$ cat config.mk
export PLATFORM = sky130hd
export DESIGN_NAME = coffee_vend_multi
export DESIGN_NICKNAME = d
export VERILOG_FILES = /design/src/rtl/coffee_vend_multi.sv
export SDC_FILE = /design/constraint.sdc
export NUM_CORES = 1
export LEC_CHECK = 0
export ABC_AREA = 1
export CAP_MARGIN = 20
export CORE_MARGIN = 10
export CORE_UTILIZATION = 60
export CTS_BUF_LIST = sky130_fd_sc_hd__clkbuf_8
export DETAILED_ROUTE_END_ITERATION = 6
export MAX_ROUTING_LAYER = met4
export PLACE_DENSITY = 0.87
export SYNTH_ARGS = -nofsm -noshare
export SYNTH_HDL_FRONTEND = slang
export SYNTH_SLANG_ARGS = --single-unit
$ cat constraint.sdc
create_clock -name clk -period 4.95 [get_ports clk]
set_clock_uncertainty 0.05 [all_clocks]
set_input_delay 0.7425 -clock clk [delete_from_list [all_inputs] [get_ports clk]]
set_output_delay 0.7425 -clock clk [all_outputs]
set_load 0.02 [all_outputs]
$ cat src/rtl/coffee_vend_multi.sv
// Multi-product coin vending controller: credit accumulation, priced
// selection, one-cycle dispense and greedy coin-by-coin change payout.
module coffee_vend_multi #(
  parameter int NUM_PROD = 4,
  parameter int PRICE_W = 8,
  parameter logic [NUM_PROD*PRICE_W-1:0] PRICES =
    {8'd15, 8'd12, 8'd10, 8'd5},
  parameter int MAX_CREDIT = 50,
  localparam int ID_W = $clog2(NUM_PROD)
) (
  input  logic               clk,
  input  logic               reset,
  input  logic               coin_valid,
  input  logic [1:0]         coin_code,
  input  logic               sel_valid,
  input  logic [ID_W-1:0]    sel_id,
  input  logic               cancel,
  input  logic               chg_ready,
  output logic [PRICE_W-1:0] credit,
  output logic [1:0]         state,
  output logic               dispense,
  output logic [ID_W-1:0]    dispense_id,
  output logic               chg_valid,
  output logic [1:0]         chg_coin,
  output logic               coin_reject,
  output logic               sel_err
);

  typedef enum logic [1:0] {
    IDLE     = 2'd0,
    CREDIT   = 2'd1,
    DISPENSE = 2'd2,
    CHANGE   = 2'd3
  } state_t;

  state_t st, st_n;

  logic [PRICE_W-1:0] credit_n;
  logic               disp_n;
  logic [ID_W-1:0]    did_n;
  logic               cv_n;
  logic [1:0]         cc_n;
  logic               rej_n;
  logic               serr_n;

  logic [PRICE_W-1:0] price_tab [NUM_PROD];
  logic [PRICE_W-1:0] price;
  logic [PRICE_W-1:0] left;
  logic [PRICE_W:0]   sum;
  logic               over;
  logic               sel_ok;

  function automatic logic [PRICE_W-1:0] coin_val(input logic [1:0] c);
    unique case (c)
      2'd0:    coin_val = PRICE_W'(1);
      2'd1:    coin_val = PRICE_W'(2);
      2'd2:    coin_val = PRICE_W'(5);
      default: coin_val = PRICE_W'(10);
    endcase
  endfunction

  // Largest coin not exceeding v; the 1-unit coin guarantees exact payout.
  function automatic logic [1:0] pick(input logic [PRICE_W-1:0] v);
    if (v >= PRICE_W'(10))     pick = 2'd3;
    else if (v >= PRICE_W'(5)) pick = 2'd2;
    else if (v >= PRICE_W'(2)) pick = 2'd1;
    else                       pick = 2'd0;
  endfunction

  for (genvar i = 0; i < NUM_PROD; i++) begin : g_price
    assign price_tab[i] = PRICES[i*PRICE_W +: PRICE_W];
  end

  assign sel_ok = {1'b0, sel_id} < (ID_W+1)'(NUM_PROD);
  assign price  = price_tab[sel_id];
  assign sum    = {1'b0, credit} + {1'b0, coin_val(coin_code)};
  assign over   = sum > (PRICE_W+1)'(MAX_CREDIT);
  assign left   = credit - coin_val(chg_coin);
  assign state  = st;

  always_comb begin
    st_n     = st;
    credit_n = credit;
    disp_n   = 1'b0;
    did_n    = '0;
    cv_n     = 1'b0;
    cc_n     = 2'd0;
    rej_n    = 1'b0;
    serr_n   = 1'b0;
    unique case (st)
      IDLE, CREDIT: begin
        rej_n = coin_valid & (cancel | sel_valid | over);
        if (cancel) begin
          if (credit != '0) begin
            st_n = CHANGE;
            cv_n = 1'b1;
            cc_n = pick(credit);
          end else begin
            st_n = IDLE;
          end
        end else if (sel_valid) begin
          if (!sel_ok || credit < price) begin
            serr_n = 1'b1;
          end else begin
            credit_n = credit - price;
            disp_n   = 1'b1;
            did_n    = sel_id;
            st_n     = DISPENSE;
          end
        end else if (coin_valid && !over) begin
          credit_n = sum[PRICE_W-1:0];
          st_n     = CREDIT;
        end
      end
      DISPENSE: begin
        rej_n = coin_valid;
        if (credit != '0) begin
          st_n = CHANGE;
          cv_n = 1'b1;
          cc_n = pick(credit);
        end else begin
          st_n = IDLE;
        end
      end
      default: begin
        rej_n = coin_valid;
        cv_n  = 1'b1;
        cc_n  = chg_coin;
        if (chg_ready) begin
          credit_n = left;
          if (left == '0) begin
            st_n = IDLE;
            cv_n = 1'b0;
            cc_n = 2'd0;
          end else begin
            cc_n = pick(left);
          end
        end
      end
    endcase
  end

  always_ff @(posedge clk or negedge reset) begin
    if (!reset) begin
      st          <= IDLE;
      credit      <= '0;
      dispense    <= 1'b0;
      dispense_id <= '0;
      chg_valid   <= 1'b0;
      chg_coin    <= 2'd0;
      coin_reject <= 1'b0;
      sel_err     <= 1'b0;
    end else begin
      st          <= st_n;
      credit      <= credit_n;
      dispense    <= disp_n;
      dispense_id <= did_n;
      chg_valid   <= cv_n;
      chg_coin    <= cc_n;
      coin_reject <= rej_n;
      sel_err     <= serr_n;
    end
  end

endmodule
# Word-level counts from Yosys, hierarchy flattened
# Cells that the tools add are included.
# word_totals
register_bits	18
inputBits	10
out_inout_bits	18
word_cells	97
# classes
n_addsub	3
magnitude_cmp	9
n_eq_ne	11
n_mux	48
bitwise_logic	5
reduce_logical	13
# op_table
cell	count
8-bit 2-to-1 mux	7
2-bit 2-to-1 mux	19
4-bit one-hot mux with 3 select lines	2
8-bit binary-select mux with 2-bit select	1
8-bit by 2-bit greater-or-equal comparator with 1-bit output (second input constant)	2
8-bit by 3-bit greater-or-equal comparator with 1-bit output (second input constant)	2
8-bit by 4-bit greater-or-equal comparator with 1-bit output (second input constant)	2
8-bit one-hot mux with 2 select lines	1
8-bit subtractor	2
1-bit 2-to-1 mux	15
8-bit by 8-bit adder with 9-bit output	1
9-bit by 6-bit greater-than comparator with 1-bit output (second input constant)	1
8-bit zero test	1
8-bit < comparator	1
4-bit != test (second input constant)	2
2-bit one-hot mux with 2 select lines	2
8-bit nonzero test	1
2-bit by 1-bit equality test with 1-bit output (second input constant)	3
2-bit equality test (second input constant)	3
2-bit zero test	3
3-bit != test (second input constant)	2
3-bit nonzero test	2
5-bit AND reduction	1
4-bit AND reduction	1
other kinds (11)	12

# Depth between registers and ports, before layout
# Gate-level depths: netlist of run 1.
# logic_depth
depth_word	10
ltp_mapped	17
ltp_nobuf	17

# Least setup slack after synthesis of run 1
# No wires, ideal clock.
# synth_path
kind	input to register
start	input sel_id[0]
end	register st[0], in the netlist state[0]
arrival_ns	2.369
slack_ns	2.413
cell_stages	15
path_buffers	0
path_cell_list	inv_1 -> ha_1 -> inv_1 -> ha_1 -> fa_1 -> inv_1 -> nand3_1 -> nand2_1 -> nor2_4 -> inv_2 -> o21ai_0 -> a21oi_2 -> nand2_1 -> nand2_1 -> nand2_1
# synth_between
elab_chain_cells	7
# synth_lines
item	line	rtl
from (decl)	16	input logic [ID_W-1:0] sel_id,
2-bit inverter with 3-bit output (not written as such)	75	assign price = price_tab[sel_id];
8-bit binary-select mux with 2-bit select	75	
8-bit 2-to-1 mux (not written as such) (2 in series)	75	
8-bit < comparator	102	if (!sel_ok || credit < price) begin
4-bit != test (no line)	n/a	
4-bit AND reduction (no line)	n/a	
to (signal assigned)	154	st <= st_n;
to (decl)	36	state_t st, st_n;
# No other way between the ends. The select of a mux whose other input is x is not followed.
# A chain may end at the register's enable or synchronous reset.

# Final worst setup path of run 1
# layout_path
start	input sel_id[0]
end	register credit[4]
# layout_between
elab_chain_cells	9
elab_cells_between_ends	12
# layout_lines
item	line	rtl
2-bit inverter with 3-bit output (not written as such) (*)	75	
8-bit binary-select mux with 2-bit select (*)	75	
8-bit 2-to-1 mux (not written as such) (*) (2 in series)	75	
8-bit subtractor	105	credit_n = credit - price;
8-bit 2-to-1 mux	102	
8-bit 2-to-1 mux	101	end else if (sel_valid) begin
8-bit 2-to-1 mux	93	if (cancel) begin
8-bit one-hot mux with 2 select lines	90	unique case (st)
to (signal assigned)	155	credit <= credit_n;
to (decl)	19	output logic [PRICE_W-1:0] credit,
# Every way passes the cells marked *; elsewhere a longest branch is shown, timed or not. The select of a mux whose other input is x is not followed.

==> results of run 1 <==
flip-flops by register name (all words and copies together) (netlist names):
signal	flops
dispense_id	2
chg_coin	2
credit	8
sel_err	1
dispense	1
state	2
coin_reject	1
chg_valid	1
critical path: stages:
cell and delay, ps:
clkdlybuf4s50_1 540, inv_1 110, ha_1 290, inv_1 40
ha_1 200, fa_1 370, inv_1 100, nand3_1 90
nand2_1 140, nand2_1 60, nand3_1 70, o21ai_0 80
o21ai_0 220, nand3_1 140, nand2_1 80
cells by family (layout without fill, tap and decap cells):
logic type,count (synthesis),after routing,synth area share (%)
and+or+nand+nor,171,171,42.1
adders and majority gates,18,18,12.9
buffers and inverters,45,73,9.27
xor gates and xnor gates,2,2,0.915
DFF,18,18,23.5
AOI/OAI and AO/OA,37,37,11.3
final timing paths:
check                       endpoint  cells after the start
min in group asynchronous  chg_valid                      1
max in group asynchronous  credit[1]                      1
min                         state[0]                      2
max reg2reg                 state[0]                     12
max                        credit[4]                     15
min reg2reg                 state[0]                      2
final cells by class:
type	count	area [um2]	area share, %
Inverter	43	161	7.12
Timing Repair Buffer	27	270	11.9
Multi-Input combinational cell	228	1290	56.8
Tap cell	44	55.1	2.43
Sequential cell	18	450	19.9
Clock buffer	3	41.3	1.82
Yosys cell counts, drive strengths merged:
cell type  instances  area share (%)
a21oi             13             3.8
a22oi              1            0.39
a31oi              3            0.98
and2               1            0.33
buf                2            0.85
clkinv             1            0.20
dfrtp             18              24
fa                 3             3.1
ha                15             9.8
inv               42             8.2
nand2             90              19
nand3             34             9.7
nand3b             2            0.78
nand4              7             2.9
nor2              34             8.5
nor3               3             1.0
o211ai             1            0.39
o21ai             15             4.1
o221ai             2            0.91
o22ai              1            0.33
o31ai              1            0.39
xnor2              1            0.46
xor2               1            0.46
metal layers:
metal	up-vias	track usage (%)
li1	1007	-
met1	938	23.8
met2	70	31.6
met3	6	4.01
met4	0	2.42
met5	-	-
where the power goes:
part / switching (uW) / internal (uW) / total (uW)
clock: 46.7 / 54.0 / 101
combinational: 801 / 478 / 1280
sequential: 118 / 206 / 324
through the flow:
stage	area, um2	instances	setup WS (ps)	utilization, %
final	2270	363	1800	74.2
after global routing	2270	363	1550	74.2
after CTS	2270	363	1800	74.2
after detailed placement	2220	360	1550	72.9
after global placement	2220	360	1660	72.9
after floorplan	1920	291	2410	-
==> impl_metrics.tcl, run 1 <==
set metrics [dict create \
    fmax_mhz 317 \
    viasPerCell 5.57 \
    antenna_cells 0 \
    tns_ps 0 \
    ctsHtreeMaxLevel 1 \
    root_buffer "clkbuf_8" \
    initial_utilization_pct 62.7 \
    nets 349 \
    hold_buffers 0 \
    ant_nets 0 \
    ios 28 \
    cp-startpoint "sel_id[0]" \
    grt_pass1_vias 1972 \
    final_cell_mix "87 x nand2_1, 38 x inv_1, 31 x nand3_1" \
    r2r-start "credit[0]" \
    gp_congestion 1.04 \
    reg2reg_slack_ps 2390 \
    dieHeight_um 76.5 \
    hp-start "state[0]" \
    worstPathArrival_ps 3290 \
    rsz0062_at_grt "false" \
    core_area_um2 3050 \
    drtPass1Iterations 4 \
    drive_gt1_share_pct 8.46 \
    max-vdd-ir-drop_mv 0.391 \
    tightest_slew_ps 775 \
    status "finished, final reports clean" \
    p_per_area_nw_per_um2 752 \
    post-route-drc-count 0 \
    grt_first_pass_wirelength_um 9200 \
    grt_max_degree 19 \
    relSlewSlack_pct 48.2 \
    cts_buffers 3 \
    post_drt_wl_per_cell_um 14.6 \
    synth_fp_nets 319 \
    setup_viol 0 \
    drv_cap 0 \
    synth_seq_area_share_pct 23.5 \
    worstSetupPathType "primary input to flop" \
    cts_resized 0 \
    drt_iter0_markers 158 \
    period_share_pct 63.6 \
    p_total_uw 1700 \
    syn_inst 291 \
    synth_cell_type_count 34 \
    clk_pin_slew_worst_paths_ps 70 \
    fp.dieW_um 76.5 \
    syn_area_um2 1920 \
    avgSynthCellArea_um2 6.58 \
    endpoint_kind "flop" \
    grt_usage_pct 19.1 \
    hp-class "flop to flop" \
    areaGrowthSynthToFinish_pct 18.3 \
    num_vias 2021 \
    worstSkewPairLatency_ps 250 \
    routed_wl_um 5310 \
    dr_wl_met3_um 417 \
    hold_viol_final 0 \
    fin_crit_ps 3150 \
    fillers 272 \
    hpwl_um 4450 \
    cts_tree "yes" \
    ys_seq_elements 18 \
    crit_fanout 3 \
    p_leak_uw 0.00118 \
    cts_buffer_depth 2 \
    critPathLaunchType "primary input" \
    critPathRequiredTime_ps 5090 \
    wl_met1_um 2340 \
    gr-total-overflow 0 \
    topRoutingLayerUsed "met4" \
    cts.sinks 18 \
    finalMaxSlewViolations 0 \
    post_cts_buffers 0 \
    antenna_found_initial 0 \
    wl_met2_um 2520 \
    io_buffers 27 \
    placementRows 20 \
    die_area_um2 5850 \
    ys.warnings.count 0 \
    layout_commonest_cell "nand2_1" \
    hold_slack_ps 491 \
]
No activity file was read; power rests on OpenSTA's default activity.
==> run 2, diff against run 1 <==
--- a/config.mk
+++ b/config.mk
@@ -8,11 +8,11 @@
 export ABC_AREA = 1
 export CAP_MARGIN = 20
 export CORE_MARGIN = 10
-export CORE_UTILIZATION = 60
+export CORE_UTILIZATION = 57
 export CTS_BUF_LIST = sky130_fd_sc_hd__clkbuf_8
 export DETAILED_ROUTE_END_ITERATION = 6
 export MAX_ROUTING_LAYER = met4
-export PLACE_DENSITY = 0.87
+export PLACE_DENSITY = 0.83
 export SYNTH_ARGS = -nofsm -noshare
 export SYNTH_HDL_FRONTEND = slang
 export SYNTH_SLANG_ARGS = --single-unit
==> constraint.sdc (replaced) <==
create_clock -name clk -period 3.05 [get_ports clk]
set_clock_uncertainty 0.05 [all_clocks]
set_input_delay 0.4575 -clock clk [delete_from_list [all_inputs] [get_ports clk]]
set_output_delay 0.4575 -clock clk [all_outputs]
set_load 0.02 [all_outputs]
==> impl_metrics.tcl, run 2 (synthesis results as in run 1) <==
set metrics [dict create \
    status "finished, final reports clean" \
    hold_slack_ps 505 \
    worstPathArrival_ps 2830 \
    post_drt_wl_per_cell_um 14.6 \
    hp-class "flop to flop" \
    cts_resized 0 \
    cts_buffers 3 \
    max-vdd-ir-drop_mv 0.639 \
    finalMaxSlewViolations 0 \
    placementRows 20 \
    nets 352 \
    cts_tree "yes" \
    hold_buffers 0 \
    grt_pass1_vias 1949 \
    routed_wl_um 5370 \
    setup_viol 0 \
    period_share_pct 89.9 \
    relSlewSlack_pct 43.8 \
    worstSkewPairLatency_ps 250 \
    rsz0062_at_grt "false" \
    layout_commonest_cell "nand2_1" \
    ios 28 \
    cts_buffer_depth 2 \
    areaGrowthSynthToFinish_pct 20.2 \
    grt_usage_pct 18.0 \
    grt_first_pass_wirelength_um 9010 \
    cts.sinks 18 \
    drv_cap 0 \
    hold_viol_final 0 \
    core_area_um2 3130 \
    antenna_cells 0 \
    crit_fanout 9 \
    post-route-drc-count 0 \
    regMostFlops "credit" \
    tightest_slew_ps 840 \
    critPathLaunchType "primary input" \
    fmax_mhz 365 \
    fin_crit_ps 2740 \
    ctsHtreeMaxLevel 1 \
    worstSetupPathType "primary input to flop" \
    antenna_found_initial 0 \
    gp_congestion 1.01 \
    die_area_um2 6080 \
    drive_gt1_share_pct 9.60 \
    gr-total-overflow 0 \
    p_per_area_nw_per_um2 1240 \
    drt_iter0_markers 173 \
    root_buffer "clkbuf_8" \
    num_vias 2059 \
    endpoint_kind "flop" \
    initial_utilization_pct 61.2 \
    p_leak_uw 0.00120 \
    drtPass1Iterations 5 \
    tns_ps 0 \
    post_cts_buffers 0 \
    io_buffers 27 \
    critPathRequiredTime_ps 3140 \
    grt_max_degree 19 \
    largest_reg_flops 8 \
    reg2reg_slack_ps 600 \
    final_cell_mix "87 x nand2_1, 38 x inv_1, 31 x nand3_1" \
    viasPerCell 5.61 \
    clk_pin_slew_worst_paths_ps 80 \
    hpwl_um 4470 \
    fp.dieW_um 78.0 \
    dieHeight_um 78.0 \
    ant_nets 0 \
]
[run 2: area by class of cell]
class                      instances  area, um2
sequential                        18        450
clock buffer                       4       55.1
inverter                          43        161
fill                             271        826
multi-input combinational        228       1290
tap                               44       55.1
timing repair buffer              30        293
[run 2: metrics by stage]
step / instance area (um2) / utilization [%] / worst slack (ps) / total power, uW / cells
6_report: 2300 / 73.6 / 307 / 2850 / 367
5_1_grt: 2300 / 73.6 / 107 / 3130 / 367
4_1_cts: 2300 / 73.6 / 318 / 2830 / 367
3_5_place_dp: 2250 / 71.8 / 76.2 / 2620 / 363
3_3_place_gp: 2250 / 71.8 / 159 / 2590 / 363
2_1_floorplan: 1920 / - / 798 / 1990 / 291
[run 2: final timing paths]
check,startpoint,end,cells past startpoint
min in group asynchronous,reset,dispense_id[1],1
worst min-delay path,state[0],state[0],2
worst max-delay path,sel_id[0],credit[1],16
max in group asynchronous,reset,credit[2],1
worst min register to register,state[0],state[0],2
worst max register to register,credit[0],credit[1],14
[run 2: worst max-delay path, stage by stage]
cell and delay, ps:
clkdlybuf4s50_1 470, inv_1 70, ha_1 290, inv_1 40, ha_1 190, fa_1 370
inv_1 100, nand3_1 100, nand2_1 150, nor2_4 60, inv_2 70, o21ai_2 50
inv_2 160, nand2_4 110, nand2_1 70, nand2_1 60
[run 2: per-layer routing]
| layer | track usage, % | wire length, um | part of all wire, % | vias to the layer above |
|---|---|---|---|---|
| met5 | - | 0 | 0 | - |
| met4 | 1.79 | 42 | 0.78 | 0 |
| met3 | 3.00 | 409 | 7.6 | 6 |
| met2 | 29.8 | 2560 | 48 | 90 |
| met1 | 23.1 | 2360 | 44 | 944 |
| li1 | - | - | - | 1019 |
[run 2: power breakdown]
group | total (uW) | switching, uW | internal (uW)
Sequential | 522 | 189 | 333
Combinational | 2130 | 1330 | 806
Clock | 196 | 81.2 | 115
==> run 3, diff against run 2 <==
--- a/config.mk
+++ b/config.mk
@@ -13,6 +13,7 @@
 export DETAILED_ROUTE_END_ITERATION = 6
 export MAX_ROUTING_LAYER = met4
 export PLACE_DENSITY = 0.83
+export SLEW_MARGIN = 25
 export SYNTH_ARGS = -nofsm -noshare
 export SYNTH_HDL_FRONTEND = slang
 export SYNTH_SLANG_ARGS = --single-unit
==> results of run 3 <==
The final DEF is identical to that of run 2; final timing and power are the same.
